==> src/rtl/instruction_loader_if.sv <==
// Byte-stream and memory-write-port bundle for the instruction loader.
// The master side is the loader; the slave side is the environment
// (byte source, instruction memory and debug unit).
interface instruction_loader_if #(
  parameter int PC_WIDTH = 9,
  parameter int NB_WIDTH = 32
);
  logic                i_start;
  logic [7:0]          i_rx_data;
  logic                i_rx_valid;
  logic                o_rx_ready;
  logic                o_write_enable;
  logic [PC_WIDTH-1:0] o_address;
  logic [NB_WIDTH-1:0] o_write_data;
  logic                o_busy;
  logic                o_done;
  logic                o_overflow;
  logic [PC_WIDTH:0]   o_word_count;

  modport master (
    input  i_start, i_rx_data, i_rx_valid,
    output o_rx_ready, o_write_enable, o_address, o_write_data,
           o_busy, o_done, o_overflow, o_word_count
  );

  modport slave (
    output i_start, i_rx_data, i_rx_valid,
    input  o_rx_ready, o_write_enable, o_address, o_write_data,
           o_busy, o_done, o_overflow, o_word_count
  );
endinterface

==> src/rtl/instruction_loader.sv <==
// Packs a big-endian byte stream into 32-bit instruction words and writes
// them to sequential instruction memory addresses starting at 0. Loading
// ends on the HALT word (which is itself written) or when the last memory
// slot has been written, whichever comes first.
//
// state | meaning
// IDLE  | waiting for the first start pulse after reset
// RECV  | accepting bytes, assembling the current word
// WRITE | single-cycle write strobe for the assembled word
// DONE  | load finished, status held until the next start
module instruction_loader #(
  parameter int          PC_WIDTH  = 9,
  parameter int          NB_WIDTH  = 32,
  parameter logic [31:0] HALT_WORD = 32'hFFFFFFFF
) (
  input logic                 i_clk,
  input logic                 i_reset,
  instruction_loader_if.master bus
);

  typedef enum logic [1:0] {IDLE, RECV, WRITE, DONE} state_t;

  localparam logic [PC_WIDTH-1:0] LAST_ADDR = '1;

  state_t              state, state_next;
  logic [1:0]          byte_cnt, byte_cnt_next;
  logic [NB_WIDTH-1:0] word_buf, word_buf_next, packed_word;
  logic [NB_WIDTH-1:0] wdata_next;
  logic [PC_WIDTH-1:0] addr_next;
  logic [PC_WIDTH:0]   count_next;
  logic                overflow_next;
  logic                accept;

  assign accept      = (state == RECV) && bus.i_rx_valid && bus.o_rx_ready;
  assign packed_word = {word_buf[NB_WIDTH-9:0], bus.i_rx_data};

  // Next-state and next-register values; outputs are registered from these
  always_comb begin
    state_next    = state;
    byte_cnt_next = byte_cnt;
    word_buf_next = word_buf;
    wdata_next    = bus.o_write_data;
    addr_next     = bus.o_address;
    count_next    = bus.o_word_count;
    overflow_next = bus.o_overflow;
    case (state)
      IDLE, DONE: begin
        if (bus.i_start) begin
          state_next    = RECV;
          addr_next     = '0;
          count_next    = '0;
          byte_cnt_next = '0;
          word_buf_next = '0;
          overflow_next = 1'b0;
        end
      end
      RECV: begin
        if (accept) begin
          // shifting left leaves the first byte in the top lane
          word_buf_next = packed_word;
          byte_cnt_next = byte_cnt + 2'd1;
          if (byte_cnt == 2'd3) begin
            state_next = WRITE;
            wdata_next = packed_word;
            count_next = bus.o_word_count + (PC_WIDTH+1)'(1);
          end
        end
      end
      WRITE: begin
        if (bus.o_write_data == HALT_WORD) begin
          state_next    = DONE;
          overflow_next = 1'b0;
        end else if (bus.o_address == LAST_ADDR) begin
          // never wrap: the last slot ends the load as an overflow
          state_next    = DONE;
          overflow_next = 1'b1;
        end else begin
          state_next = RECV;
          addr_next  = bus.o_address + PC_WIDTH'(1);
        end
      end
      default: state_next = IDLE;
    endcase
  end

  // State register plus registered outputs derived from the next state
  always_ff @(posedge i_clk) begin
    if (i_reset) begin
      state              <= IDLE;
      byte_cnt           <= '0;
      word_buf           <= '0;
      bus.o_rx_ready     <= 1'b0;
      bus.o_write_enable <= 1'b0;
      bus.o_address      <= '0;
      bus.o_write_data   <= '0;
      bus.o_busy         <= 1'b0;
      bus.o_done         <= 1'b0;
      bus.o_overflow     <= 1'b0;
      bus.o_word_count   <= '0;
    end else begin
      state              <= state_next;
      byte_cnt           <= byte_cnt_next;
      word_buf           <= word_buf_next;
      bus.o_rx_ready     <= (state_next == RECV);
      bus.o_write_enable <= (state_next == WRITE);
      bus.o_address      <= addr_next;
      bus.o_write_data   <= wdata_next;
      bus.o_busy         <= (state_next == RECV) || (state_next == WRITE);
      bus.o_done         <= (state_next == DONE);
      bus.o_overflow     <= overflow_next;
      bus.o_word_count   <= count_next;
    end
  end

endmodule

==> src/flat_wrapper.sv <==
// flat-port wrapper written by rule: the top's interface ports become plain ports
module instruction_loader_flat 
#(
  parameter int          PC_WIDTH  = 9,
  parameter int          NB_WIDTH  = 32,
  parameter logic [31:0] HALT_WORD = 32'hFFFFFFFF
)
  (i_clk, i_reset, bus_i_start, bus_i_rx_data, bus_i_rx_valid, bus_o_rx_ready, bus_o_write_enable, bus_o_address, bus_o_write_data, bus_o_busy, bus_o_done, bus_o_overflow, bus_o_word_count);
  instruction_loader_if #(.PC_WIDTH(PC_WIDTH), .NB_WIDTH(NB_WIDTH)) bus_i ();
  input logic i_clk;
  input logic i_reset;
  input wire logic [$bits(bus_i.i_start)-1:0] bus_i_start;
  input wire logic [$bits(bus_i.i_rx_data)-1:0] bus_i_rx_data;
  input wire logic [$bits(bus_i.i_rx_valid)-1:0] bus_i_rx_valid;
  output wire logic [$bits(bus_i.o_rx_ready)-1:0] bus_o_rx_ready;
  output wire logic [$bits(bus_i.o_write_enable)-1:0] bus_o_write_enable;
  output wire logic [$bits(bus_i.o_address)-1:0] bus_o_address;
  output wire logic [$bits(bus_i.o_write_data)-1:0] bus_o_write_data;
  output wire logic [$bits(bus_i.o_busy)-1:0] bus_o_busy;
  output wire logic [$bits(bus_i.o_done)-1:0] bus_o_done;
  output wire logic [$bits(bus_i.o_overflow)-1:0] bus_o_overflow;
  output wire logic [$bits(bus_i.o_word_count)-1:0] bus_o_word_count;
  assign bus_i.i_start = bus_i_start;
  assign bus_i.i_rx_data = bus_i_rx_data;
  assign bus_i.i_rx_valid = bus_i_rx_valid;
  assign bus_o_rx_ready = bus_i.o_rx_ready;
  assign bus_o_write_enable = bus_i.o_write_enable;
  assign bus_o_address = bus_i.o_address;
  assign bus_o_write_data = bus_i.o_write_data;
  assign bus_o_busy = bus_i.o_busy;
  assign bus_o_done = bus_i.o_done;
  assign bus_o_overflow = bus_i.o_overflow;
  assign bus_o_word_count = bus_i.o_word_count;
  instruction_loader #(.PC_WIDTH(PC_WIDTH), .NB_WIDTH(NB_WIDTH), .HALT_WORD(HALT_WORD)) u_core (.i_clk(i_clk), .i_reset(i_reset), .bus(bus_i));
endmodule
==> config.mk <==
export PLATFORM = sky130hd
export DESIGN_NAME = instruction_loader_flat
export DESIGN_NICKNAME = d
export VERILOG_FILES = /design/src/rtl/instruction_loader_if.sv /design/src/rtl/instruction_loader.sv /design/src/flat_wrapper.sv
export SDC_FILE = /design/constraint.sdc
export NUM_CORES = 1
export LEC_CHECK = 0
export CAP_MARGIN = 5
export CELL_PAD_IN_SITES_DETAIL_PLACEMENT = 1
export CELL_PAD_IN_SITES_GLOBAL_PLACEMENT = 2
export CORE_ASPECT_RATIO = 1.1
export CORE_UTILIZATION = 25
export CTS_BUF_LIST = sky130_fd_sc_hd__clkbuf_4
export DETAILED_ROUTE_END_ITERATION = 16
export PLACE_DENSITY = 0.73
export SETUP_SLACK_MARGIN = 0.05
export SLEW_MARGIN = 10
export SYNTH_ARGS = -nofsm -noshare
export SYNTH_HDL_FRONTEND = slang
export SYNTH_SLANG_ARGS = --single-unit
==> constraint.sdc <==
create_clock -name i_clk -period 4 [get_ports i_clk]
set_input_delay 0.8 -clock i_clk [delete_from_list [all_inputs] [get_ports i_clk]]
set_output_delay 0.8 -clock i_clk [all_outputs]
set_load 0.05 [all_outputs]
==> results.toml <==
[floorplanning]
die_w_um = 114
start_util = 0.258
dieHeight_um = 125
num_rows = 44
core_area_mm2 = 0.0133
ios = 68
die_area_mm2 = 0.0142

[sta]
fin_ws_ns = 1.44
finalCriticalPeriod_ns = 2.56
tightest_slew_ns = 0.865
hold_viol = 0
setup_tns_ns = 0
final-setup-viol-count = 0
fin_crit_sh = 0.641
fin_skew_ns = 0.0215
rsz0062_at_grt = "no"
slew_headroom = 0.423
drv_slew = 0
fmax_mhz = 390
whs_ns = 0.468

[cells_and_area]
drive_above_1_share = 0.0710
nFillCells = 1589
areaGrowthSynthToFinish_pct = 28.8
multi_input_area_mm2 = 0.00162
final_cell_mix = "101 x nand2_1, 84 x dfxtp_1, 66 x clkdlybuf4s50_1"
final_common_cell = "nand2_1"
finalNonFillerCells = 664
layout.nets = 496
register_area_mm2 = 0.00168
design_area_mm2 = 0.00441

[logic_synthesis]
synth.area.top_cells = "dfxtp_1 49%, nand2_1 11%, a21oi_1 8.9%, nand3_1 4.4%, ha_1 3.7%"
synth.top_cell.area_share = 0.491
synth_area_mm2 = 0.00342
syn_nets = 435
yosysTopAreaCell = "dfxtp_1"
seq_area_frac_synth = 0.491
synthCells = 413
synthDistinctLibCells = 43
ys.flop_type = "dfxtp_1"
synth_edf_count = 0
synth_area_per_cell_um2 = 8.29
ys_seq_elements = 84
synthArstFlopShare = 0
yosys_warnings = 0

[routing]
drtAntennaViolNets = 0
via_per_inst = 4.67
wire_per_inst_um = 13.9
wl_um = 9200
dr_total_vias = 3099
post-route-drc-count = 0
drt_iter0_drc = 132
drt_first_pass_iters = 4

[clock_network]
cts-hold-fix-buffers = 0
ctsHtreeMaxLevel = 3
cts_made_buffers = 9
ctsResizeCount = 0
clockBufferDepth = 2
clk-insertion-delay-late_ns = 0.45
cts_tree = "built"
cts-root-buf = "clkbuf_4"
clock_sinks = 84
path_clk_slew_ns = 0.13
post_cts_buffers = 0

[critical_path]
r2r-end = "u_core.bus.o_rx_ready"
crit_type = "reg2out"
cp-end-kind = "output port"
cpMaxStageDelayCell = "clkdlybuf4s50_1"
r2r_slack_ns = 1.49
max_stage_delay_ns = 0.86
path_buf_inv = 1
cpLargestDelayFamily = "buffers and inverters"
cp-start-kind = "flip-flop"
crit_path_cell_trace = "clkdlybuf4s50_1"
rr_worst_depth = 11
r2r_start = "u_core.state[1]"
worstPathArrival_ns = 1.76
required_ns = 3.20
critical_path.max_fanout = 6

[placement]
port_buffers = 67
dp.cells = 647
pre_cts_ws_ns = 0.976
place_congestion = 0.725
dpl.hpwl_um = 6370
place_area_mm2 = 0.00427

[hold_path]
holdCritPathClass = "reg2reg"
hold_depth = 2
min_from = "u_core.word_buf[20]"
holdPathEnd = "u_core.word_buf[20]"

[grt]
antenna_found_initial = 1
track_usage = 0.135
grt_max_degree = 65
grt_pass1_wl_um = 15200
gr-total-overflow = 0
grt_pass1_vias = 3116

[power]
ir_worst_vdd_mv = 0.144
leakagePower_uw = 0.00149
power_density_mw_per_mm2 = 455

[outcome]
status = "finished, final reports clean"

[flow_run]
timing.max_cap.violations = 0
-- worst max path at each step --
stage                                           from  cells past startpoint  slack, ns                      end
after floorplan              u_core.bus.o_address[0]                      8       1.58  u_core.bus.o_address[0]
after global placement                bus_i_rx_valid                      9       1.06        u_core.bus.o_done
after detailed placement              bus_i_rx_valid                      9       0.98    u_core.bus.o_rx_ready
after CTS                 u_core.bus.o_word_count[2]                      1       1.39      bus_o_word_count[2]
after global routing                 u_core.state[1]                     11       1.20        u_core.bus.o_done
final                     u_core.bus.o_word_count[2]                      1       1.44      bus_o_word_count[2]
-- cells in the mapped netlist, types with 2 or more instances --
cell type	count
nand2_1	101
dfxtp_1	84
a21oi_1	61
nand3_1	30
nor2_1	21
clkbuf_1	15
nand4_1	11
ha_1	10
and3_1	7
inv_1	7
xor2_1	7
buf_2	6
a31oi_1	5
a21o_1	3
nor2b_1	3
o21ai_0	3
o22ai_1	3
a21oi_2	2
a22o_1	2
a31o_1	2
buf_1	2
nor3_1	2
nor3b_1	2
nor4_2	2
o21a_1	2
o21ai_1	2
xnor2_1	2
-- power breakdown --
group / switching, µW / total (µW) / internal [µW]
combinational: 399 / 594 / 195
sequential: 32.3 / 914 / 881
clock: 313 / 500 / 187
total: 744 / 2010 / 1260
-- logic make-up (layout without fill, tap and decap cells) --
family | count (synthesis) | after routing | share of synthesized area
AO/OA/AOI/OAI | 89 | 89 | 0.150
XOR/XNOR | 9 | 9 | 0.0230
adder cells (fa/ha/maj) | 10 | 10 | 0.0365
buffers and inverters | 31 | 97 | 0.0362
flip-flops | 84 | 84 | 0.491
multiplexers | 3 | 3 | 0.0113
other | 0 | 1 | 0
AND/OR/NAND/NOR | 187 | 187 | 0.252
-- final cells by class --
class / count / area share
clock buffer: 9 / 0.0153
timing repair buffer: 73 / 0.161
tap: 184 / 0.0522
clock inverter: 7 / 0.0153
inverter: 8 / 0.00681
multi-input combinational: 298 / 0.367
antenna: 1 / 0.000567
sequential: 84 / 0.381
-- sequential cells by signal, indices dropped and copies added, names as in the netlist, 2 cells and up --
signal	flops
u_core.bus.o_address	9
u_core.byte_cnt	2
u_core.word_buf	24
u_core.bus.o_write_data	32
u_core.state	2
u_core.bus.o_word_count	10
-- stage by stage --
step / power, µW / util
floorplan: 1380 / -
global placement: 1520 / 0.322
detailed placement: 1540 / 0.322
CTS: 2040 / 0.332
global route: 2140 / 0.332
finish: 2010 / 0.332
-- routing by layer --
metal	GRT usage	vias up	wire [µm]	share of wire
li1	-	1534	-	-
met4	0.0735	0	210	0.023
met3	0.0263	15	306	0.033
met2	0.235	50	4600	0.50
met5	0	-	0	0
met1	0.154	1500	4080	0.44
No activity file was read; power rests on OpenSTA's default activity.
